**src/rtl/chicken_turn_fsm.sv**
```systemverilog
// Per-turn controller for Chicken Cha Cha Cha: judges card flips against the tile
// ahead of the current chicken, advances on a match and hands the turn on a miss.
module chicken_turn_fsm #(
  parameter int unsigned REVEAL_CYCLES = 50000000,
  parameter int unsigned BOARD_LEN     = 24
) (
  input  logic        clk,
  input  logic        rst,
  input  logic        start,
  input  logic [1:0]  num_players,
  input  logic [1:0]  cur_turn,
  input  logic        flip,
  input  logic [3:0]  card_sel,
  input  logic [3:0]  card_pic,
  input  logic [3:0]  target_pic,
  output logic        next_turn,
  output logic [4:0]  cur_pos,
  output logic [11:0] revealed,
  output logic        reveal_active,
  output logic        game_over,
  output logic [1:0]  winner,
  output logic [2:0]  state
);

  localparam logic [25:0] TimerLoad = 26'(REVEAL_CYCLES - 1);
  localparam logic [4:0]  BoardLen  = 5'(BOARD_LEN);

  typedef enum logic [2:0] {
    StIdle    = 3'd0,
    StPick    = 3'd1,
    StShow    = 3'd2,
    StJudge   = 3'd3,
    StAdvance = 3'd4,
    StPass    = 3'd5,
    StOver    = 3'd6
  } state_e;

  state_e      state_q, state_d;
  logic [4:0]  steps_q [4];
  logic [4:0]  steps_d [4];
  logic [11:0] revealed_q, revealed_d;
  logic [3:0]  pic_q, pic_d;
  logic [25:0] timer_q, timer_d;
  logic [1:0]  np_q, np_d;  // 0: two players, 1: three, 2: four
  logic [1:0]  winner_q, winner_d;
  logic        next_turn_q, next_turn_d;

  logic [15:0] rev_ext;
  logic        flip_ok;
  logic [2:0]  n_players;
  logic        turn_valid;
  logic [4:0]  step_new;

  always_comb begin
    rev_ext    = {4'b0000, revealed_q};
    flip_ok    = flip && (card_sel < 4'd12) && !rev_ext[card_sel];
    n_players  = 3'd2 + {1'b0, np_q};
    turn_valid = ({1'b0, cur_turn} < n_players);
    step_new   = (steps_q[cur_turn] < BoardLen) ? steps_q[cur_turn] + 5'd1 : steps_q[cur_turn];
  end

  always_comb begin
    state_d    = state_q;
    steps_d    = steps_q;
    revealed_d = revealed_q;
    pic_d      = pic_q;
    timer_d    = timer_q;
    np_d       = np_q;
    winner_d   = winner_q;

    unique case (state_q)
      StIdle: begin
        if (start) begin
          np_d       = (num_players == 2'b11) ? 2'b00 : num_players;
          steps_d    = '{default: 5'd0};
          revealed_d = '0;
          state_d    = StPick;
        end
      end
      StPick: begin
        if (flip_ok) begin
          pic_d      = card_pic;
          revealed_d = revealed_q | 12'(16'd1 << card_sel);
          timer_d    = TimerLoad;
          state_d    = StShow;
        end
      end
      StShow: begin
        if (timer_q == '0) begin
          state_d = StJudge;
        end else begin
          timer_d = timer_q - 26'd1;
        end
      end
      StJudge: begin
        state_d = (pic_q == target_pic) ? StAdvance : StPass;
      end
      StAdvance: begin
        // Seats beyond the latched player count never move
        if (turn_valid) begin
          steps_d[cur_turn] = step_new;
        end
        if (turn_valid && (step_new == BoardLen)) begin
          winner_d = cur_turn;
          state_d  = StOver;
        end else if (&revealed_q) begin
          state_d = StPass;
        end else begin
          state_d = StPick;
        end
      end
      StPass: begin
        revealed_d = '0;
        state_d    = StPick;
      end
      StOver: begin
        if (start) begin
          np_d       = (num_players == 2'b11) ? 2'b00 : num_players;
          steps_d    = '{default: 5'd0};
          revealed_d = '0;
          winner_d   = '0;
          state_d    = StPick;
        end
      end
      default: state_d = StIdle;
    endcase

    // Registered so the pulse coincides exactly with the PASS cycle
    next_turn_d = (state_d == StPass);
  end

  always_ff @(posedge clk or negedge rst) begin
    if (!rst) begin
      state_q     <= StIdle;
      steps_q     <= '{default: 5'd0};
      revealed_q  <= '0;
      pic_q       <= '0;
      timer_q     <= '0;
      np_q        <= '0;
      winner_q    <= '0;
      next_turn_q <= 1'b0;
    end else begin
      state_q     <= state_d;
      steps_q     <= steps_d;
      revealed_q  <= revealed_d;
      pic_q       <= pic_d;
      timer_q     <= timer_d;
      np_q        <= np_d;
      winner_q    <= winner_d;
      next_turn_q <= next_turn_d;
    end
  end

  assign state         = state_q;
  assign next_turn     = next_turn_q;
  assign cur_pos       = steps_q[cur_turn];
  assign revealed      = revealed_q;
  assign reveal_active = (state_q == StShow);
  assign game_over     = (state_q == StOver);
  assign winner        = winner_q;

endmodule

```
**config.mk**
```make
export PLATFORM = sky130hd
export DESIGN_NAME = chicken_turn_fsm
export DESIGN_NICKNAME = d
export VERILOG_FILES = /design/src/rtl/chicken_turn_fsm.sv
export SDC_FILE = /design/constraint.sdc
export NUM_CORES = 1
export LEC_CHECK = 0
export ABC_AREA = 1
export ABC_CLOCK_PERIOD_IN_PS = 1900
export CAP_MARGIN = 30
export CORE_ASPECT_RATIO = 0.7
export CORE_UTILIZATION = 55
export CTS_CLUSTER_SIZE = 8
export DETAILED_ROUTE_END_ITERATION = 12
export PLACE_DENSITY = 0.77
export SLEW_MARGIN = 20
export SYNTH_ARGS = -nofsm -noshare
export SYNTH_HDL_FRONTEND = slang
export SYNTH_SLANG_ARGS = --single-unit
```
**constraint.sdc**
```tcl
create_clock -name clk -period 1.9 [get_ports clk]
set_input_delay 0.19 -clock clk [delete_from_list [all_inputs] [get_ports clk]]
set_output_delay 0.19 -clock clk [all_outputs]
set_load 0.05 [all_outputs]
```
==> impl_metrics.yaml <==
routing:
  vias: 4397
  routed_via_density: 5.50
  drt_iter0_drc: 248
  drt-wirelength-per-cell_um: 14.9
  drc: 0
  drtAntennaViolNets: 0
  dr.pass1.iters: 5
  drt-total-wl_mm: 11.9
job:
  cap_violations: 0
worst_setup_path:
  crit_family: "buffers and inverters"
  cp_slowest_stage_delay_ns: 0.80
  timing.critical_path.arrival_ns: 1.66
  endpoint_kind: "output port"
  required_ns: 1.71
  startpoint_type: "register"
  cp_max_fo: 4
  r2r_slack_ns: 0.08
  rr_worst_depth: 7
  crit_path_top_delay_cell: "clkdlybuf4s50_1"
  crit_buf_inv: 2
  crit_path_cell_trace: "buf_4, clkdlybuf4s50_1"
  timing.rr.start: "timer_q[6]$_DFFE_PN0P_"
  worstSetupPathType: "reg -> out"
  worstSetupStartpoint: "revealed[2]$_DFFE_PN0P_"
  r2r-end: "timer_q[25]$_DFFE_PN0P_"
yosys:
  yosys.area_share.adder: 0.00563
  ys_warn_count: 0
  synth_seq_cells: 70
  synth_xor_area_frac: 0.0492
  ys_seq_area_frac: 0.394
  syn-num-nets: 628
  syn_inst: 606
  yosys-mux-area-fraction: 0
  synth.distinct_cells: 36
  syn_avg_cell_area_um2: 7.34
  yosys.area_share.simple: 0.344
  synth_top_family_by_area: "simple AND/OR/NAND/NOR gates"
  synth-compound-area-share: 0.127
  netlist_area_um2: 4450
finish:
  layout_common_cells: "nand2_1, dfrtp_1, nor2_1"
  fin_cells: 800
  layout.nets: 716
  drive_above_1_share: 0.226
  final_common_cell: "nand2_1"
  synthToLayoutAreaGrowth_pct: 30.5
  diodes: 0
  nFillCells: 599
placed_design:
  dp_hpwl_mm: 8.52
  portBuffers: 44
  place_inst: 781
  place_congestion: 1.01
die:
  initial_core_util: 0.568
  io_pins: 45
  fp.coreArea_um2: 7840
  die_h_um: 77.2
  die_x_um: 109
  dieArea_um2: 8460
  rows: 27
pwr:
  leakagePower_nw: 2.71
  ir_worst_vdd_uv: 1190
  swShare: 0.439
  power_frac_comb: 0.487
  p_int_mw: 4.57
  pwr-share-clk: 0.223
  net-switching-power_mw: 3.57
  seq_power_share: 0.290
  p_per_area_nw_per_um2: 1400
cts:
  clock_latency_ns: 0.33
  cts.path.max_buffers: 2
  cts_sinks: 70
  cts_buffers: 9
  cts_tree: "yes"
  cts_max_level: 3
  clk_pin_slew_ns: 0.06
  root_buffer: "clkbuf_16"
timing:
  tightest_slew_ns: 0.601
  max_freq_ghz: 0.542
  finalHoldWorstSlack_ns: 0.399
  min_period_over_period: 0.972
  setup_viol: 0
  worst_clock_skew_ns: 0.00750
  slew_viol_final: 0
  period_needed_ns: 1.85
  slew_headroom: 0.599
  hold_viol: 0
grt:
  grt_start_max_net_pins: 25
  grt_pass1_wl_mm: 19.5
  grt_antenna_before_repair: 0
  grt_pass1_vias: 4015
  grt_usage: 0.300
  overflow: 0
run_status:
  status: "finished, final reports clean"
hold_path:
  hold_path_class: "in -> async"
==> cell usage after synthesis (all sizes together) <==
cell type | number | share of area
nor3 | 14 | 0.023
nor2 | 72 | 0.068
inv | 55 | 0.046
o41ai | 1 | 0.0020
nand4 | 13 | 0.023
nor3b | 1 | 0.0017
nand3b | 1 | 0.0017
clkbuf | 2 | 0.0017
or2 | 1 | 0.0014
a211oi | 1 | 0.0017
o21ai | 99 | 0.12
nand3 | 43 | 0.058
xnor2 | 8 | 0.016
a21oi | 5 | 0.0056
buf | 16 | 0.032
nand2 | 181 | 0.16
xor2 | 17 | 0.033
nor4 | 2 | 0.0028
and2 | 1 | 0.0014
ha | 2 | 0.0056
dfrtp | 70 | 0.39
clkinv | 1 | 0.0011
==> sequential cells by signal, indices dropped and copies added (netlist names) <==
signal	count
winner	2
np_q	2
timer_q	26
pic_q	4
next_turn	1
steps_q	20
state	3
revealed	12
==> stage by stage <==
stage | total power [mW] | worst slack [ns] | cell area, µm² | util | TNS [ns]
finish | 8.13 | 0.0538 | 5800 | 0.740 | 0
global route | 8.67 | -0.0249 | 5800 | 0.740 | -0.117
CTS | 7.96 | 0.0394 | 5700 | 0.727 | 0
detailed placement | 6.07 | -0.400 | 5360 | 0.684 | -14.50
global placement | 5.99 | -0.353 | 5360 | 0.684 | -12.12
floorplan | 4.90 | -0.161 | 4470 | - | -3.13
==> how the worst max path moves through the flow <==
stage,end,depth (start not counted)
after floorplan,timer_q[10]$_DFFE_PN0P_,9
after global placement,next_turn$_DFF_PN0_,17
after detailed placement,next_turn$_DFF_PN0_,17
after CTS,timer_q[13]$_DFFE_PN0P_,10
after global routing,timer_q[1]$_DFFE_PN0P_,11
final,revealed[2],2
==> layer usage <==
metal  global-route usage  wire (µm)
met1                0.461       5650
met2                0.411       5060
met3               0.0918       1030
met4               0.0640        162
met5                    0          0
==> layout make-up <==
class                   instances  area [µm²]  area share
repair buffers                 95         947       0.163
clock buffers                  10         229      0.0395
inverters                      56         211      0.0364
multi-input cells             462        2440       0.420
flip-flops and latches         70        1760       0.303
well taps                     101         126      0.0218
clock inverters                 6        93.8      0.0162
==> timing repair <==
action                                 4_1_cts  5_1_grt
resized for setup                            4       29
setup endpoints to repair                   36       29
pin swaps                                    0        6
hold buffers                                 1        0
setup buffers                                0        2
endpoints found under the hold margin       22        0
==> logic make-up after synthesis <==
| family | count (synthesis) |
|---|---|
| buf+inv | 74 |
| simple gates | 329 |
| flops | 70 |
| xor+xnor | 25 |
| fa+ha+maj | 2 |
| compound gates | 106 |
==> power groups by stage <==
stage / clock network [mW] / registers [mW] / logic, mW
after global placement: 0 / 2.32 / 3.67
after CTS: 1.84 / 2.32 / 3.80
final: 1.81 / 2.36 / 3.96
after floorplan: 0 / 2.46 / 2.44
after detailed placement: 0 / 2.34 / 3.74
after global routing: 1.90 / 2.41 / 4.36
(Power assumes the default switching activity.)
